File: config.mk
export PLATFORM = sky130hd
export DESIGN_NAME = pipelined_add_sub_flat
export DESIGN_NICKNAME = d
export VERILOG_FILES = /design/src/rtl/pipelined_add_sub_pkg.sv /design/src/rtl/pipelined_add_sub_if.sv /design/src/rtl/pipelined_add_sub_slice.sv /design/src/rtl/pipelined_add_sub.sv /design/src/flat_wrapper.sv
export SDC_FILE = /design/constraint.sdc
export NUM_CORES = 1
export LEC_CHECK = 0
export CORE_MARGIN = 5
export CORE_UTILIZATION = 53
export DETAILED_ROUTE_END_ITERATION = 10
export PLACE_DENSITY = 0.76
export SETUP_SLACK_MARGIN = 0.3
export SKIP_LAST_GASP = 1
export SLEW_MARGIN = 10
export SYNTH_ARGS = -nofsm -noshare
export SYNTH_HDL_FRONTEND = slang
export SYNTH_SLANG_ARGS = --single-unit
File: constraint.sdc
create_clock -name clk -period 2.75 [get_ports clk]
set_clock_uncertainty 0.1 [all_clocks]
set_input_delay 0.55 -clock clk [delete_from_list [all_inputs] [get_ports clk]]
set_output_delay 0.55 -clock clk [all_outputs]
set_load 0.005 [all_outputs]
File: src/rtl/pipelined_add_sub_pkg.sv
// Shared definitions for the pipelined adder/subtractor: mode constants and
// helpers that derive and validate the stage count from WIDTH and CHUNK.
package add_sub_pkg;

  localparam logic ADD = 1'b0;
  localparam logic SUB = 1'b1;

  // Number of pipeline stages, one per CHUNK-bit slice.
  function automatic int stages_of(input int width, input int chunk);
    return width / chunk;
  endfunction

  // True when the operand width splits into whole slices.
  function automatic bit chunk_ok(input int width, input int chunk);
    return (width >= 1) && (chunk >= 1) && ((width % chunk) == 0);
  endfunction

endpackage

File: src/rtl/pipelined_add_sub_if.sv
// Stream interface of the pipelined adder/subtractor: operand beat in,
// result beat out, each side with its own valid/ready pair.
interface pipelined_add_sub_if #(
  parameter int WIDTH = 16
) ();

  logic             In_valid;
  logic             In_ready;
  logic [WIDTH-1:0] A;
  logic [WIDTH-1:0] B;
  logic             Cin;
  logic             Sub;

  logic             Out_valid;
  logic             Out_ready;
  logic [WIDTH-1:0] Sum;
  logic             Carry;
  logic             Overflow;
  logic             Zero;

  // Producer / consumer side (drives operands, accepts results).
  modport master (
    output In_valid, A, B, Cin, Sub, Out_ready,
    input  In_ready, Out_valid, Sum, Carry, Overflow, Zero
  );

  // The adder itself.
  modport slave (
    input  In_valid, A, B, Cin, Sub, Out_ready,
    output In_ready, Out_valid, Sum, Carry, Overflow, Zero
  );

endinterface

File: src/rtl/pipelined_add_sub_slice.sv
// Combinational CHUNK-bit adder for one pipeline stage. Besides the sum and
// carry out it reports the carry into its MSB, which the final stage needs
// for signed overflow.
module add_sub_slice #(
  parameter int CHUNK = 4
) (
  input  logic [CHUNK-1:0] a,
  input  logic [CHUNK-1:0] b,
  input  logic             cin,
  output logic [CHUNK-1:0] sum,
  output logic             cout,
  output logic             cmsb
);

  logic [CHUNK:0] total;

  assign total = {1'b0, a} + {1'b0, b} + {{CHUNK{1'b0}}, cin};
  assign sum   = total[CHUNK-1:0];
  assign cout  = total[CHUNK];
  // The MSB sum bit is a ^ b ^ carry-in, so the carry-in falls out directly.
  assign cmsb  = sum[CHUNK-1] ^ a[CHUNK-1] ^ b[CHUNK-1];

endmodule

File: src/rtl/pipelined_add_sub.sv
// Pipelined two's-complement adder/subtractor. The operands are split into
// CHUNK-bit slices; stage k adds slice k using the carry registered by stage
// k-1. The whole pipe stalls together when the last stage holds an unaccepted
// result, so In_ready depends only on Out_valid and Out_ready.
import add_sub_pkg::*;

module pipelined_add_sub #(
  parameter int WIDTH = 16,
  parameter int CHUNK = 4
) (
  input logic                 clk,
  input logic                 rst_n,
  pipelined_add_sub_if.slave  bus
);

  localparam int STAGES = stages_of(WIDTH, CHUNK);

  if (!chunk_ok(WIDTH, CHUNK)) begin : g_bad_cfg
    $error("pipelined_add_sub: WIDTH must be a positive multiple of CHUNK");
  end

  logic              adv;
  logic [WIDTH-1:0]  b_eff;
  logic              cin0;

  // Inputs seen by each stage: stage 0 from the bus, stage k from stage k-1.
  logic [WIDTH-1:0]  a_x [STAGES];
  logic [WIDTH-1:0]  b_x [STAGES];
  logic [WIDTH-1:0]  s_x [STAGES];
  logic [STAGES-1:0] c_x;
  logic [STAGES-1:0] v_x;

  // Per-stage valid bits; the last one is Out_valid.
  logic [STAGES-1:0] v_q;

  assign adv          = !v_q[STAGES-1] || bus.Out_ready;
  assign bus.In_ready = adv;
  assign bus.Out_valid = v_q[STAGES-1];

  // Subtraction is A + ~B + 1; the +1 rides in as the slice-0 carry.
  assign b_eff = (bus.Sub == SUB) ? ~bus.B : bus.B;
  assign cin0  = (bus.Sub == SUB) ? 1'b1 : bus.Cin;

  // Valid chain: bubbles shift through like beats, cleared immediately on reset.
  always_ff @(posedge clk or negedge rst_n) begin
    if (!rst_n) begin
      v_q <= '0;
    end else if (adv) begin
      for (int k = 0; k < STAGES; k++) begin
        v_q[k] <= v_x[k];
      end
    end
  end

  for (genvar k = 0; k < STAGES; k++) begin : g_stage
    logic [CHUNK-1:0] slice_sum;
    logic             c_out;
    logic             c_msb;
    logic [WIDTH-1:0] slice_wide;
    logic [WIDTH-1:0] s_nxt;

    if (k == 0) begin : g_first
      assign a_x[0] = bus.A;
      assign b_x[0] = b_eff;
      assign s_x[0] = '0;
      assign c_x[0] = cin0;
      assign v_x[0] = bus.In_valid;
    end

    add_sub_slice #(.CHUNK(CHUNK)) u_slice (
      .a    (a_x[k][k*CHUNK +: CHUNK]),
      .b    (b_x[k][k*CHUNK +: CHUNK]),
      .cin  (c_x[k]),
      .sum  (slice_sum),
      .cout (c_out),
      .cmsb (c_msb)
    );

    // Drop this slice into its position; earlier stages leave it zero.
    always_comb begin
      slice_wide = '0;
      slice_wide[k*CHUNK +: CHUNK] = slice_sum;
      s_nxt = s_x[k] | slice_wide;
    end

    if (k < STAGES - 1) begin : g_mid
      logic [WIDTH-1:0] a_r;
      logic [WIDTH-1:0] b_r;
      logic [WIDTH-1:0] s_r;
      logic             c_r;

      // Intermediate stage data: no reset needed, qualified by the valid chain.
      always_ff @(posedge clk) begin
        if (adv) begin
          a_r <= a_x[k];
          b_r <= b_x[k];
          s_r <= s_nxt;
          c_r <= c_out;
        end
      end

      assign a_x[k+1] = a_r;
      assign b_x[k+1] = b_r;
      assign s_x[k+1] = s_r;
      assign c_x[k+1] = c_r;
      assign v_x[k+1] = v_q[k];
    end else begin : g_last
      logic [WIDTH-1:0] s_r;
      logic             c_r;
      logic             ov_r;
      logic             z_r;
      logic             unused_ops;

      // Result registers: load only real beats so outputs never show bubble data.
      always_ff @(posedge clk or negedge rst_n) begin
        if (!rst_n) begin
          s_r  <= '0;
          c_r  <= 1'b0;
          ov_r <= 1'b0;
          z_r  <= 1'b1;
        end else if (adv && v_x[k]) begin
          s_r  <= s_nxt;
          c_r  <= c_out;
          ov_r <= c_out ^ c_msb;
          z_r  <= (s_nxt == '0);
        end
      end

      // The last stage consumes only the top slice of the carried operands.
      assign unused_ops = ^{a_x[k], b_x[k]};

      assign bus.Sum      = s_r;
      assign bus.Carry    = c_r;
      assign bus.Overflow = ov_r;
      assign bus.Zero     = z_r;
    end
  end

endmodule

File: src/flat_wrapper.sv
// flat-port wrapper written by rule: the top's interface ports become plain ports
module pipelined_add_sub_flat 
#(
  parameter int WIDTH = 16,
  parameter int CHUNK = 4
)
  (clk, rst_n, bus_In_valid, bus_A, bus_B, bus_Cin, bus_Sub, bus_Out_ready, bus_In_ready, bus_Out_valid, bus_Sum, bus_Carry, bus_Overflow, bus_Zero);
  pipelined_add_sub_if #(.WIDTH(WIDTH)) bus_i ();
  input logic clk;
  input logic rst_n;
  input wire logic [$bits(bus_i.In_valid)-1:0] bus_In_valid;
  input wire logic [$bits(bus_i.A)-1:0] bus_A;
  input wire logic [$bits(bus_i.B)-1:0] bus_B;
  input wire logic [$bits(bus_i.Cin)-1:0] bus_Cin;
  input wire logic [$bits(bus_i.Sub)-1:0] bus_Sub;
  input wire logic [$bits(bus_i.Out_ready)-1:0] bus_Out_ready;
  output wire logic [$bits(bus_i.In_ready)-1:0] bus_In_ready;
  output wire logic [$bits(bus_i.Out_valid)-1:0] bus_Out_valid;
  output wire logic [$bits(bus_i.Sum)-1:0] bus_Sum;
  output wire logic [$bits(bus_i.Carry)-1:0] bus_Carry;
  output wire logic [$bits(bus_i.Overflow)-1:0] bus_Overflow;
  output wire logic [$bits(bus_i.Zero)-1:0] bus_Zero;
  assign bus_i.In_valid = bus_In_valid;
  assign bus_i.A = bus_A;
  assign bus_i.B = bus_B;
  assign bus_i.Cin = bus_Cin;
  assign bus_i.Sub = bus_Sub;
  assign bus_i.Out_ready = bus_Out_ready;
  assign bus_In_ready = bus_i.In_ready;
  assign bus_Out_valid = bus_i.Out_valid;
  assign bus_Sum = bus_i.Sum;
  assign bus_Carry = bus_i.Carry;
  assign bus_Overflow = bus_i.Overflow;
  assign bus_Zero = bus_i.Zero;
  pipelined_add_sub #(.WIDTH(WIDTH), .CHUNK(CHUNK)) u_core (.clk(clk), .rst_n(rst_n), .bus(bus_i));
endmodule
# Yosys cells after proc, flatten, opt, wreduce, memory -nomap -nowiden
# Cells that the tools add are included.
[op_classes] n_addsub=8 n_mux=2 n_reduce_logical=4 bitwise=7
[op_table] cell="4-bit by 4-bit adder with 5-bit output" count=4
[op_table] cell="5-bit by 1-bit adder with 5-bit output" count=4
[op_table] cell="16-bit zero test" count=1
[op_table] cell="16-bit two-way mux" count=1
[op_table] cell="16-bit NOT" count=1
[op_table] cell="16-bit by 12-bit bitwise OR with 16-bit output" count=1
[op_table] cell="16-bit bitwise OR" count=1
[op_table] cell="4-bit by 8-bit bitwise OR with 8-bit output" count=1
[op_table] cell="1-bit bitwise XOR" count=3
[op_table] cell="1-bit logical AND" count=1
[op_table] cell="1-bit zero test" count=1
[op_table] cell="1-bit logical OR" count=1
[op_table] cell="1-bit two-way mux" count=1
[word_totals] inputBits=38 wordCells=38 out_inout_bits=21 register_bits=158

# Depth between registers and ports, before layout
[depth] depth_word=5 ltp_mapped=6 mapped_depth_nobuf=6

# Cells and area by module
# A second synthesis with hierarchy kept.
[unflattened] hier_cells=227 area_unflattened_um2=4098.9
[by_module_without_submodules] mod="pipelined_add_sub" area_each_um2=3388.2 seq_area_each_um2=2829.0 cells_per_inst=151 instances=1
[by_module_without_submodules] mod="add_sub_slice" area_each_um2=177.7 seq_area_each_um2=0.0 cells_per_inst=19 instances=4

# Worst setup path before layout
# No wires, ideal clock.
[synth_timing] path_kind="input to register" startpoint="in bus_Out_ready" endpoint="reg u_core.g_stage[3].g_last.s_r[8], in the netlist u_core.bus.Sum[8]" t_arrival_ps=2457 path_stages=5 slack_ps=65 setup_time_ps=128 n_path_buf=2 t_required_ps=2522 cell_sequence="nand2b_1 -> buf_2 -> nand2_2 -> buf_2 -> mux2_1"
[synth_between] elab_chain_len=2
[synth_lines] element="start, declared" line="flat_wrapper.sv:16" rtl="input wire logic [$bits(bus_i.Out_ready)-1:0] bus_Out_ready;"
[synth_lines] element="1-bit logical OR" line="pipelined_add_sub.sv:36" rtl="assign adv = !v_q[STAGES-1] || bus.Out_ready;"
[synth_lines] element="net bus_In_ready" line="flat_wrapper.sv:17" rtl="output wire logic [$bits(bus_i.In_ready)-1:0] bus_In_ready;"
[synth_lines] element="1-bit logical AND" line="pipelined_add_sub.sv:121" rtl="end else if (adv && v_x[k]) begin"
[synth_lines] element="end signal, assigned" line="pipelined_add_sub.sv:122" rtl="s_r <= s_nxt;"
[synth_lines] element="end, declared" line="pipelined_add_sub.sv:108" rtl="logic [WIDTH-1:0] s_r;"
# The timed path passes the listed nets, and every way through them passes these cells.
# A chain may end at the register's enable or synchronous reset.

# Final worst setup path
[layout_timing] startpoint="in bus_Sub" endpoint="reg u_core.g_stage[0].g_mid.c_r (data pin)"
[layout_between] elab_chain_len=3 elab_cells_between_ends=4 classes_between="2 x add/sub; 2 x mux"
[layout_lines] element="start, declared" line="flat_wrapper.sv:15" rtl="input wire logic [$bits(bus_i.Sub)-1:0] bus_Sub;"
[layout_lines] element="16-bit two-way mux" line="pipelined_add_sub.sv:41" rtl="assign b_eff = (bus.Sub == SUB) ? ~bus.B : bus.B;"
[layout_lines] element="4-bit by 4-bit adder with 5-bit output" line="pipelined_add_sub_slice.sv:17" rtl="assign total = {1'b0, a} + {1'b0, b} + {{CHUNK{1'b0}}, cin};"
[layout_lines] element="5-bit by 1-bit adder with 5-bit output (*)" line="pipelined_add_sub_slice.sv:17"
[layout_lines] element="net u_core.g_stage[0].c_out" line="pipelined_add_sub.sv:57" rtl="logic c_out;"
[layout_lines] element="end signal, assigned" line="pipelined_add_sub.sv:98" rtl="c_r <= c_out;"
[layout_lines] element="end, declared" line="pipelined_add_sub.sv:90" rtl="logic c_r;"
# Mark *: on every way through the listed nets, which the timed path passes. The rest lies on a longest branch.

==> results.ini <==
[run_status]
status=finished, final reports clean

[yosys]
synth_fp_nets=268
syn-instance-count=210
netlist_area_um2=3870
ys_top_cells_by_area=edfxtp_1 58%, dfrtp_1 14%, mux2_2 4.7%, xor2_1 4.3%, fa_1 4.1%
ys_ff_latch=98
synth_top_area_share_pct=58.2
synth_ff_type=edfxtp_1
synthDistinctLibCells=35
synth_top_cell_by_area=edfxtp_1
synthArstFlopShare_pct=23.5
synth_edf_count=75
avgSynthCellArea_um2=18.4
yosysWarningCount=0
yosysSeqAreaShare_pct=73.1

[setup_path]
r2r-end=u_core.bus.Zero
rr_startpoint=u_core.g_stage[2].g_mid.c_r
critPathArrivalTime_ns=2.41
worst-r2r-cell-count=5
crit_type=in2reg
reg2reg_slack_ns=0.48
critPathMaxFanout=3
max_stage_delay_ns=0.46
cp.required_ns=2.76
cp_top_family=adder cells
path_cells=clkdlybuf4s50_1 > or2_2 > fa_1 > fa_2 > a21o_1 > a21o_1
start_kind=input port
cp_num_buf_inv=1
end_kind=flip-flop
slowest_stage=clkdlybuf4s50_1
startpoint=bus_Sub
cpMostUsedCell=a21o_1

[routing]
num_vias=1841
via_per_inst=4.81
top_layer=met4
wl_met3_um=235
antenna_left=0
wl_per_cell_um=13.6
met2_length_mm=2.65
wl_mm=5.22
m1WireLength_mm=2.22
remaining_drc_errors=0
drt_iter0_markers=58
drtPass1Iterations=4

[clock_network]
cts_tree=done
clkLatencyLatePin_ns=0.35
cts.sinks=98
clockBufferDepth=2
post_cts_buffers=0
cts_buffers=9
cts-root-buf=clkbuf_8
path_clk_slew_ns=0.09
htreeDepth=3

[finish]
drive_above_1_share_pct=15.8
nNetsFinal=337
insertedDiodeCount=0
area_delta_synth_final_pct=23.7
final_cells=383
fillers=522

[job]
maxCapViolCount=0

[global_route]
grt_antenna_before_repair=0
grt_first_pass_wirelength_mm=8.83
grt_overflow_total=0
grt_pass1_vias=1942
grt_usage_pct=13.0
grt_max_degree=82

[pwr]
p_per_area_nw_per_um2=977
vdd_drop_max_v=0.000367
p_leak_uw=0.00184

[min_path]
worstHoldPathCells=0
min_path_type=reg2reg
min_from=u_core.g_stage[0].g_mid.a_r[14]
hold_end=u_core.g_stage[1].g_mid.a_r[14]

[sta]
report.final.slew_viol_count=0
min_period_over_period_pct=87.2
setup_slack_ns=0.353
rsz0062_at_grt=false
period_minus_slack_ns=2.40
setup_viol=0
tightest_slew_ns=0.417
max-slew-margin-rel_pct=72.2
hold_violations=0
max_freq_mhz=417

[die]
die_x_um=95.4
placementRows=31
core_area_um2=7180
die_y_um=95.4
pin_count=59
initial_core_util_pct=53.9
die_area_um2=9110

[place]
gp_congestion=0.736
place_ws_ns=-0.00966
dpl.hpwl_mm=3.72
dp.cells=367
io_buffers=58

==> cells in the mapped netlist (2+ instances only) <==
cell,n
edfxtp_1,75
dfrtp_1,22
xor2_1,19
mux2_2,16
ha_1,12
a21o_1,8
fa_1,8
a21oi_1,5
xnor2_1,5
buf_2,4
inv_1,4
nand2_1,3
nand2b_1,3
nor4_1,3
nor2_1,2
o21ai_0,2
==> metal layers <==
| layer | vias up | track usage [%] |
|---|---|---|
| li1 | 912 | - |
| met1 | 876 | 16.9 |
| met2 | 45 | 20.6 |
| met3 | 8 | 2.53 |
| met4 | 0 | 7.46 |
| met5 | - | 0 |
==> power by group <==
group / switching, µW / internal, µW
logic: 582 / 798
clock network: 445 / 355
registers: 228 / 2270
total: 1260 / 3420
==> cells by family after synthesis <==
kind of cell	synth area share, %
compound gates	3.79
xor+xnor	5.44
fa+ha+maj	8.02
buf+inv	0.906
flops	73.1
mux	5.34
simple gates	3.37
==> flip-flops by register name, indices dropped and copies added (netlist names) <==
signal / cells
u_core.bus.Sum: 16
u_core.bus.Zero: 1
u_core.bus.Carry: 1
u_core.g_stage.g_mid.b_r: 24
u_core.v_q: 4
u_core.bus.Overflow: 1
u_core.g_stage.g_mid.c_r: 3
u_core.g_stage.g_mid.a_r: 24
u_core.g_stage.g_mid.s_r: 24
==> repair_timing <==
item,in CTS,in global routing
endpoints found under the setup margin,0,1
gates resized for setup,0,1
hold buffers,0,0
==> worst register-to-register path: cells and delay by family, from the launching register on <==
kind,cells,cell delay [ns]
and+or+nand+nor,2,0.49
DFF,1,0.42
adders and majority gates,2,0.95
AOI/OAI and AO/OA,1,0.21
==> final cells by class <==
class,instances,area (µm²),share of cell area [%]
well taps,99,124,2.59
clock buffers,12,145,3.03
clock inverters,4,26.3,0.549
multi-input cells,104,1020,21.3
inverters,4,15.0,0.314
repair buffers,62,623,13.0
flip-flops and latches,98,2830,59.1
==> worst max-delay path by stage <==
stage / to / depth (start not counted)
after detailed placement: u_core.g_stage[0].g_mid.s_r[3] / 7
after CTS: u_core.g_stage[0].g_mid.s_r[3] / 7
final: u_core.g_stage[0].g_mid.c_r / 6
after global placement: u_core.g_stage[0].g_mid.c_r / 6
after global routing: u_core.g_stage[0].g_mid.c_r / 6
after floorplan: u_core.g_stage[0].g_mid.c_r / 6
==> layout by cell type, fill, tap and decap left out, drive strengths merged <==
cell type,count
a211oi,1
a21o,8
a21oi,5
a31oi,1
and2,2
and3,2
buf,4
clkbuf,12
clkdlybuf4s50,58
clkinv,2
clkinvlp,1
dfrtp,22
dfstp,1
edfxtp,75
fa,8
ha,12
inv,5
mux2,18
nand2,4
nand2b,3
nand3,1
nand4,1
nor2,2
nor2b,1
nor4,3
o211a,1
o21a,1
o21ai,2
o31ai,2
or2,1
or3,1
xnor2,5
xor2,19
==> through the flow <==
| stage | power (µW) | TNS, ns | utilization [%] | hold slack, ns | cell area [µm²] |
|---|---|---|---|---|---|
| 5_1_grt | 4990 | 0 | 66.7 | 0.319 | 4780 |
| 2_1_floorplan | 3320 | 0 | - | 0.154 | 3870 |
| 4_1_cts | 4750 | 0 | 66.6 | 0.317 | 4780 |
| 3_5_place_dp | 3950 | -0.0193 | 64.2 | 0.305 | 4600 |
| 3_3_place_gp | 3870 | 0 | 64.2 | 0.301 | 4600 |
| 6_report | 4670 | 0 | 66.7 | 0.312 | 4780 |
No activity file was read; power rests on OpenSTA's default activity.
